<file path="src/rtl/tmc_spi_pkg.sv">
// tmc_spi_pkg: shared types for the TMC5130 register sequencer.
// Datagram layout, FSM state codes and counter sizing.
package tmc_spi_pkg;

    localparam int TMC_DGRAM_W = 40;

    typedef struct packed {
        logic        wr;
        logic [6:0]  addr;
        logic [31:0] data;
    } tmc_dgram_t;

    typedef enum logic [2:0] {
        SEQ_IDLE    = 3'd0,
        SEQ_LOAD    = 3'd1,
        SEQ_WAIT_RX = 3'd2,
        SEQ_GAP     = 3'd3,
        SEQ_RESP    = 3'd4
    } tmc_seq_state_e;

    // Wide enough for the timeout count and any gap count up to 255.
    function automatic int tmc_cnt_w(input int cycles);
        int w;
        w = $clog2(cycles + 1);
        return (w < 8) ? 8 : w;
    endfunction

endpackage

</file>
<file path="src/rtl/tmc_spi_frame_timer.sv">
// tmc_spi_frame_timer: loadable down-counter with enable.
// done flags the enabled cycle on which the count runs out.
module tmc_spi_frame_timer #(
    parameter int W = 8
) (
    input  logic         clk,
    input  logic         rst,
    input  logic         load,
    input  logic [W-1:0] load_val,
    input  logic         en,
    output logic         done
);

    logic [W-1:0] count;

    always_ff @(posedge clk or posedge rst) begin
        if (rst) begin
            count <= '0;
        end else if (load) begin
            count <= load_val;
        end else if (en && count != '0) begin
            count <= count - W'(1);
        end
    end

    assign done = en && (count == W'(1));

endmodule

</file>
<file path="src/rtl/tmc_spi_sequencer.sv">
// tmc_spi_sequencer: TMC5130 register access over the 40-bit SPI master.
// Define TMC_SPI_TIMEOUT_EN to build the ack/valid timeout abort.
module tmc_spi_sequencer
    import tmc_spi_pkg::*;
#(
    parameter int GAP_CYCLES     = 4,
    parameter int TIMEOUT_CYCLES = 4095
) (
    input  logic                   pclk_i,
    input  logic                   rst_i,
    input  logic                   req_valid_i,
    output logic                   req_ready_o,
    input  logic                   req_write_i,
    input  logic [6:0]             req_addr_i,
    input  logic [31:0]            req_data_i,
    output logic                   rsp_valid_o,
    output logic [7:0]             rsp_status_o,
    output logic [31:0]            rsp_data_o,
    output logic                   rsp_error_o,
    output logic                   busy_o,
    output logic [TMC_DGRAM_W-1:0] spi_di_o,
    output logic                   spi_wren_o,
    input  logic                   spi_wr_ack_i,
    input  logic                   spi_do_valid_i,
    input  logic [TMC_DGRAM_W-1:0] spi_do_i,
    input  logic                   spi_idle_i
);

    localparam logic [2:0] S_IDLE = SEQ_IDLE;
    localparam logic [2:0] S_LOAD = SEQ_LOAD;
    localparam logic [2:0] S_WAIT = SEQ_WAIT_RX;
    localparam logic [2:0] S_GAP  = SEQ_GAP;
    localparam logic [2:0] S_RESP = SEQ_RESP;

    localparam int CW = tmc_cnt_w(TIMEOUT_CYCLES);
    localparam logic [CW-1:0] GAP_LD = CW'(GAP_CYCLES);
`ifdef TMC_SPI_TIMEOUT_EN
    localparam logic [CW-1:0] TMO_LD = CW'(TIMEOUT_CYCLES);
`endif

    logic [2:0]    state;
    logic [2:0]    state_nx;
    tmc_dgram_t    dgram;
    logic          phase;
    logic [7:0]    rsp_status;
    logic [31:0]   rsp_data;
    logic          accept;
    logic          resend;
    logic          abort;
    logic          tmr_load;
    logic [CW-1:0] tmr_val;
    logic          tmr_en;
    logic          tmr_done;
`ifdef TMC_SPI_TIMEOUT_EN
    logic          timeout;
`endif

    assign accept = (state == S_IDLE) && req_valid_i;
    // Reads go out twice: the chip answers on the following frame.
    assign resend = !dgram.wr && !phase && !abort;

    always_comb begin
        state_nx = state;
        tmr_load = 1'b0;
        tmr_val  = GAP_LD;
        tmr_en   = 1'b0;
`ifdef TMC_SPI_TIMEOUT_EN
        timeout  = 1'b0;
`endif
        unique case (state)
            S_IDLE: begin
                if (req_valid_i) state_nx = S_LOAD;
            end
            S_LOAD: begin
                if (spi_wr_ack_i) state_nx = S_WAIT;
            end
            S_WAIT: begin
                if (spi_do_valid_i) state_nx = S_GAP;
            end
            S_GAP: begin
                tmr_en   = spi_idle_i;
                tmr_load = !spi_idle_i;
                if (tmr_done) state_nx = resend ? S_LOAD : S_RESP;
            end
            S_RESP: begin
                state_nx = S_IDLE;
            end
            default: begin
                state_nx = S_IDLE;
            end
        endcase
`ifdef TMC_SPI_TIMEOUT_EN
        if (state == S_LOAD || state == S_WAIT) begin
            tmr_en = 1'b1;
            if (tmr_done && state_nx == state) begin
                timeout  = 1'b1;
                state_nx = S_GAP;
            end
        end
`endif
        // Every state change restarts the shared timer.
        if (state_nx != state) begin
            tmr_load = 1'b1;
            tmr_val  = GAP_LD;
`ifdef TMC_SPI_TIMEOUT_EN
            if (state_nx == S_LOAD || state_nx == S_WAIT) tmr_val = TMO_LD;
`endif
        end
    end

    always_ff @(posedge pclk_i or posedge rst_i) begin
        if (rst_i) begin
            state      <= S_IDLE;
            dgram      <= '0;
            phase      <= 1'b0;
            rsp_status <= '0;
            rsp_data   <= '0;
        end else begin
            state <= state_nx;
            if (accept) begin
                dgram.wr   <= req_write_i;
                dgram.addr <= req_addr_i;
                dgram.data <= req_write_i ? req_data_i : 32'h0;
                phase      <= 1'b0;
            end
            if (state == S_WAIT && spi_do_valid_i) begin
                rsp_status <= spi_do_i[39:32];
                rsp_data   <= spi_do_i[31:0];
            end
            if (state == S_GAP && tmr_done && resend) begin
                phase <= 1'b1;
            end
`ifdef TMC_SPI_TIMEOUT_EN
            if (timeout) begin
                rsp_status <= '0;
                rsp_data   <= '0;
            end
`endif
        end
    end

`ifdef TMC_SPI_TIMEOUT_EN
    always_ff @(posedge pclk_i or posedge rst_i) begin
        if (rst_i) begin
            abort <= 1'b0;
        end else if (accept) begin
            abort <= 1'b0;
        end else if (timeout) begin
            abort <= 1'b1;
        end
    end
`else
    assign abort = 1'b0;
`endif

    tmc_spi_frame_timer #(
        .W(CW)
    ) u_timer (
        .clk      (pclk_i),
        .rst      (rst_i),
        .load     (tmr_load),
        .load_val (tmr_val),
        .en       (tmr_en),
        .done     (tmr_done)
    );

    assign req_ready_o  = (state == S_IDLE);
    assign busy_o       = (state != S_IDLE);
    assign spi_wren_o   = (state == S_LOAD);
    assign rsp_valid_o  = (state == S_RESP);
    assign spi_di_o     = dgram;
    assign rsp_status_o = rsp_status;
    assign rsp_data_o   = rsp_data;
    assign rsp_error_o  = abort;

endmodule

</file>
<file path="config.mk">
export PLATFORM = sky130hd
export DESIGN_NAME = tmc_spi_sequencer
export DESIGN_NICKNAME = d
export VERILOG_FILES = /design/src/rtl/tmc_spi_pkg.sv /design/src/rtl/tmc_spi_frame_timer.sv /design/src/rtl/tmc_spi_sequencer.sv
export SDC_FILE = /design/constraint.sdc
export NUM_CORES = 1
export LEC_CHECK = 0
export ABC_CLOCK_PERIOD_IN_PS = 3300
export CAP_MARGIN = 30
export CELL_PAD_IN_SITES_DETAIL_PLACEMENT = 1
export CELL_PAD_IN_SITES_GLOBAL_PLACEMENT = 1
export CORE_MARGIN = 1.5
export CORE_UTILIZATION = 25
export CTS_CLUSTER_SIZE = 40
export DETAILED_ROUTE_END_ITERATION = 10
export PLACE_DENSITY_LB_ADDON = 0.15
export SYNTH_ARGS = -nofsm -noshare
export SYNTH_HDL_FRONTEND = slang
export SYNTH_SLANG_ARGS = --single-unit
</file>
<file path="constraint.sdc">
create_clock -name pclk_i -period 3.3 [get_ports pclk_i]
set_input_delay 0.495 -clock pclk_i [delete_from_list [all_inputs] [get_ports pclk_i]]
set_output_delay 0.495 -clock pclk_i [all_outputs]
set_load 0.01 [all_outputs]
</file>
Yosys cells after proc, flatten, opt, wreduce, memory -nomap -nowiden
Index checks and enable logic that the tools add are counted.
{"block": "word_totals", "regBits": 96, "inputBits": 86, "output_inout_bits": 85, "word_cells": 44}
{"block": "op_classes", "add_sub_neg": 1, "eq_ne": 6, "muxes": 14, "reduce_logical": 15}
{"operator": "two-way mux 32 bit", "n": 1}
{"operator": "two-way mux 12 bit", "n": 2}
{"operator": "two-way mux 3 bit", "n": 5}
{"operator": "equality test 12 x 1 -> 1 bit, second input constant", "n": 1}
{"operator": "one-hot mux 3 bit (4 select lines)", "n": 1}
{"operator": "nonzero test 12 bit", "n": 1}
{"operator": "subtractor 12 x 1 -> 12 bit, second input constant", "n": 1}
{"operator": "logical AND 1 bit", "n": 7}
{"operator": "equality test 3 x 2 -> 1 bit, second input constant", "n": 2}
{"operator": "two-way mux 1 bit", "n": 5}
{"operator": "nonzero test 2 bit", "n": 2}
{"operator": "equality test 3 x 1 -> 1 bit, second input constant", "n": 1}
{"operator": "equality test 3 bit, second input constant", "n": 1}
{"operator": "zero test 1 bit", "n": 3}
{"operator": "zero test 3 bit", "n": 1}
{"operator": "!= test 3 bit", "n": 1}
{"operator": "nonzero test 3 bit", "n": 1}

Longest topological paths before layout
{"block": "logic_depth", "ltp_word": 8, "mapped_depth": 7, "mapped_depth_nobuf": 6}

By module
From an unflattened synthesis, not the netlist that was laid out.
{"block": "unflattened", "hier_cells": 366, "area_unflattened_um2": 4207.8}
{"module": "tmc_spi_sequencer", "instances": 1, "cells_each": 274, "area_each_um2": 3353.2, "seq_area_each_um2": 2102.0}
{"module": "tmc_spi_frame_timer", "instances": 1, "cells_each": 92, "area_each_um2": 854.6, "seq_area_each_um2": 300.3}

Worst setup path after synthesis
Ideal clock, no wire load.
{"block": "synth_timing", "kind": "flip-flop to flip-flop", "startpoint": "register u_timer.count[2]", "endpoint": "register u_timer.count[2]", "setup_ns": 0.139, "t_arrival_ns": 1.838, "t_required_ns": 3.161, "slack_ns": 1.324, "stages_incl_launch_ff": 6, "path_buffers": 1, "period_less_slack_ns": 1.976, "path_cell_list": "dfrtp_1 > or4_4 > nor4_4 > buf_6 > nor3_1 > or4b_1"}
{"block": "synth_between", "elab_chain_cells": 7, "word_cells_on_any_way": 12, "classes_between": "add/sub: 1; eq/ne: 2; mux: 5; reduce/logical: 4"}
{"item": "start: declaration", "line": "tmc_spi_frame_timer.sv:14", "text": "logic [W-1:0] count;"}
{"item": "start signal: assignment", "line": "tmc_spi_frame_timer.sv:20", "text": "count <= load_val;"}
{"item": "start signal: assignment", "line": "tmc_spi_frame_timer.sv:22", "text": "count <= count - W'(1);"}
{"item": "equality test 12 x 1 -> 1 bit", "line": "tmc_spi_frame_timer.sv:26", "text": "assign done = en && (count == W'(1));"}
{"item": "logical AND 1 bit", "line": "tmc_spi_frame_timer.sv:26"}
{"item": "two-way mux 3 bit", "line": "tmc_spi_sequencer.sv:83", "text": "if (tmr_done) state_nx = resend ? S_LOAD : S_RESP;"}
{"item": "one-hot mux 3 bit (4 select lines)", "line": "tmc_spi_sequencer.sv:70", "text": "unique case (state)"}
{"item": "!= test 3 bit", "line": "tmc_spi_sequencer.sv:102", "text": "if (state_nx != state) begin"}
{"item": "two-way mux 1 bit", "line": "tmc_spi_sequencer.sv:102"}
{"item": "two-way mux 12 bit or nonzero test 2 bit (tied branches)"}
Parallel ways exist; a longest one is shown, timed or not. The select of a mux whose other input is x is not followed.
A chain may end at the register's enable or synchronous reset.

Final worst setup path
{"block": "layout_timing", "startpoint": "register state[0]", "endpoint": "output port req_ready_o"}
{"block": "layout_between", "elab_chain_cells": 1}
{"item": "start: declaration", "line": "tmc_spi_sequencer.sv:41", "text": "logic [2:0] state;"}
{"item": "start signal: assignment", "line": "tmc_spi_sequencer.sv:119", "text": "state <= state_nx;"}
{"item": "zero test 3 bit", "line": "tmc_spi_sequencer.sv:167", "text": "assign req_ready_o = (state == S_IDLE);"}
{"item": "end: declaration", "line": "tmc_spi_sequencer.sv:12", "text": "output logic req_ready_o,"}
Every way passes these cells.

==> run_results.csv <==
group,metric,value,unit
timing,setup_viol,0,
timing,hold_viol_final,0,
timing,finalCriticalPeriod,2440,ps
global_route,grt_max_degree,97,
place,post-dp-hpwl,8670,um
floorplanning,io_pins,171,
place,placed_cells,725,
synthesis,synth_top_area_share,59.0,%
worst_setup_path,path_class,"reg2out",
synthesis,avgSynthCellArea,11.5,um2
global_route,use_met1,16.6,%
pwr,p_per_area,844,nW/um2
pwr,peakVddDrop,0.000267,V
clock_network,hold_buffers,0,
worst_setup_path,critPathMaxFanout,11,
timing,max_freq,410,MHz
clock_network,clock-sinks,96,
floorplanning,rows,46,
synthesis,synth_area_leaders,"dfrtp_1 59%, mux2_2 12%, nand2_1 6.5%",
layout,drive_gt1_share,15.1,%
routing,dr.pass1.iters,4,
worst_setup_path,critical-path-max-stage-delay,550,ps
min_path,hp-class,"reg2reg",
timing,tightest_slew,742,ps
synthesis,ys_ff_latch,96,
layout,final_area,6310,um2
synthesis,seq_area_frac_synth,59.0,%
synthesis,synth_edf_count,0,
worst_setup_path,arrival,1950,ps
run_status,status,"complete, no violations",
synthesis,synth_cells,355,
synthesis,synth_largest_area_cell,"dfrtp_1",
clock_network,cts_buffer_depth,2,
synthesis,synth_area,4070,um2
synthesis,ys_warn_count,0,
floorplanning,die_w,131,um
place,place.gp.congestion,0.708,
synthesis,synth-simple-area-share,14.3,%
synthesis,muxShareOfSynthArea,13.5,%
place,port_buffers,169,
global_route,grt_util_all_layers,14.7,%
global_route,grt_util_met2,24.1,%
routing,wl_per_cell,16.4,um
global_route,antenna_found_initial,1,
layout,post-route-util,39.7,%
global_route,grt_remaining_overflow,0,
timing,maxSlewViolCount,0,
synthesis,yosysMostFrequentCell,"dfrtp_1",
worst_setup_path,cp_top_family,"buffers and inverters",
synthesis,synthAdderAreaFrac,0.923,%
worst_setup_path,crit_buf_inv,2,
routing,viasPerCell,4.46,
synthesis,async_flop_share,100,%
synthesis,synth_top_family_by_area,"simple AND/OR/NAND/NOR gates",
clock_network,htree_levels,3,
synthesis,synth_common_cells,"96 x dfrtp_1, 70 x nand2_1, 45 x mux2_2",
floorplanning,die_h,131,um
layout,areaGrowthSynthToFinish,55.0,%
global_route,use_met3,6.27,%
clock_network,path_clk_slew,70,ps
routing,ant_nets,0,
routing,drtIter0Drc,94,
clock_network,cts_tree,"built",
worst_setup_path,start_kind,"flop",
synthesis,synth.distinct_cells,41,
layout,num-nets-final,609,
timing,rsz0062_at_grt,"no",
global_route,grt-busiest-layer,"met2",
floorplanning,core_area,15900,um2
worst_setup_path,worstPathRequired,2800,ps
clock_network,post_cts_buffers,0,
synthesis,synth_fp_nets,444,
layout,final_cells,740,
layout,antenna_cells,0,
clock_network,cts_resized,0,
layout,fill_cells,1783,
pwr,p_leak,2.59,nW
routing,drcViolationCount,0,
routing,vias,3298,
global_route,grt_pass1_wl,18900,um
timing,fin_crit_sh,74.0,%
worst_setup_path,path_cells,"or3_1, inv_1, clkdlybuf4s50_1",
global_route,grt_pass1_vias,3523,
timing,worst_hold_slack,481,ps
timing,setup_tns,0,ps
place,placed_area,6010,um2
flow_run,maxCapViolations,0,
synthesis,yosys.area_share.xor_xnor,0,%
clock_network,root_buffer,"clkbuf_16",
synthesis,synthFlopType,"dfrtp_1",
timing,slew_headroom,50.4,%
worst_setup_path,crit_slowest_cell,"clkdlybuf4s50_1",
worst_setup_path,endpoint_kind,"output port",
routing,routed_wl,12100,um
floorplanning,die-area,17000,um2
floorplanning,start_util,25.6,%
synthesis,synth_compound_area_share,9.01,%
clock_network,cts_buffers,9,
timing,fin_worst_skew,7.85,ps
clock_network,clk-insertion-delay-late,350,ps
-- layout make-up --
class | count | area (um2) | share of cell area, %
multi-input combinational | 230 | 1550 | 24.5
clock inverter | 6 | 67.6 | 1.07
sequential | 96 | 2400 | 38.1
tap | 216 | 270 | 4.28
inverter | 8 | 32.5 | 0.516
timing repair buffer | 175 | 1760 | 27.9
clock buffer | 9 | 225 | 3.57
-- per-layer routing --
metal	vias to the layer above	wire, um
li1	1568	-
met1	1608	4850
met4	2	250
met2	105	5850
met5	-	12
met3	15	1180
-- worst min-delay path, cell delays in order, from the launching register on --
cell,delay [ps]
dfrtp_1,340
nand2_1,50
o21ai_0,60
-- power breakdown --
group          switching (W)  total [W]  leakage [nW]  internal [W]
Clock               0.000476    0.00106         0.138      0.000588
Sequential          0.000298    0.00198          1.20       0.00168
Combinational       0.000958    0.00229          1.25       0.00133
-- placed cells by master (no fill, tap or decap), types with 4 or more instances in the layout --
cell type	n
a211oi_1	11
buf_4	4
clkbuf_16	9
clkdlybuf4s50_1	169
dfrtp_1	96
inv_1	7
mux2_2	45
nand2_1	69
nor2_1	6
nor3_1	4
o21ai_0	41
or4_1	6
-- logic make-up (layout without fill, tap and decap cells) --
family,count (synthesis),after routing
compound gates,63,63
simple gates,114,114
flops,96,96
fa+ha+maj,3,3
mux,49,49
buf+inv,29,198
other cells,1,1
-- path summary, 6_finish.rpt --
path / from / to / slack, ps / cells after the start
min: spi_di_o[13] / spi_di_o[13] / 480 / 2
min reg2reg: spi_di_o[13] / spi_di_o[13] / 480 / 2
max in group asynchronous: rst_i / spi_di_o[35] / 2250 / 3
max reg2reg: u_timer.count[2] / u_timer.count[2] / 1090 / 4
max: state[0] / req_ready_o / 860 / 3
min in group asynchronous: rst_i / rsp_data_o[21] / 630 / 3
-- metrics by stage --
stage	power (W)	setup slack, ps
3_3_place_gp	0.00425	954
2_1_floorplan	0.00299	300
4_1_cts	0.00544	823
5_1_grt	0.00569	763
3_5_place_dp	0.00433	890
6_report	0.00533	858
-- flip-flops by register name, indices dropped and copies added, names as in the netlist --
signal	cells
u_timer.count	12
rsp_data_o	32
phase	1
rsp_status_o	8
spi_di_o	40
state	3
(Power assumes the default switching activity.)
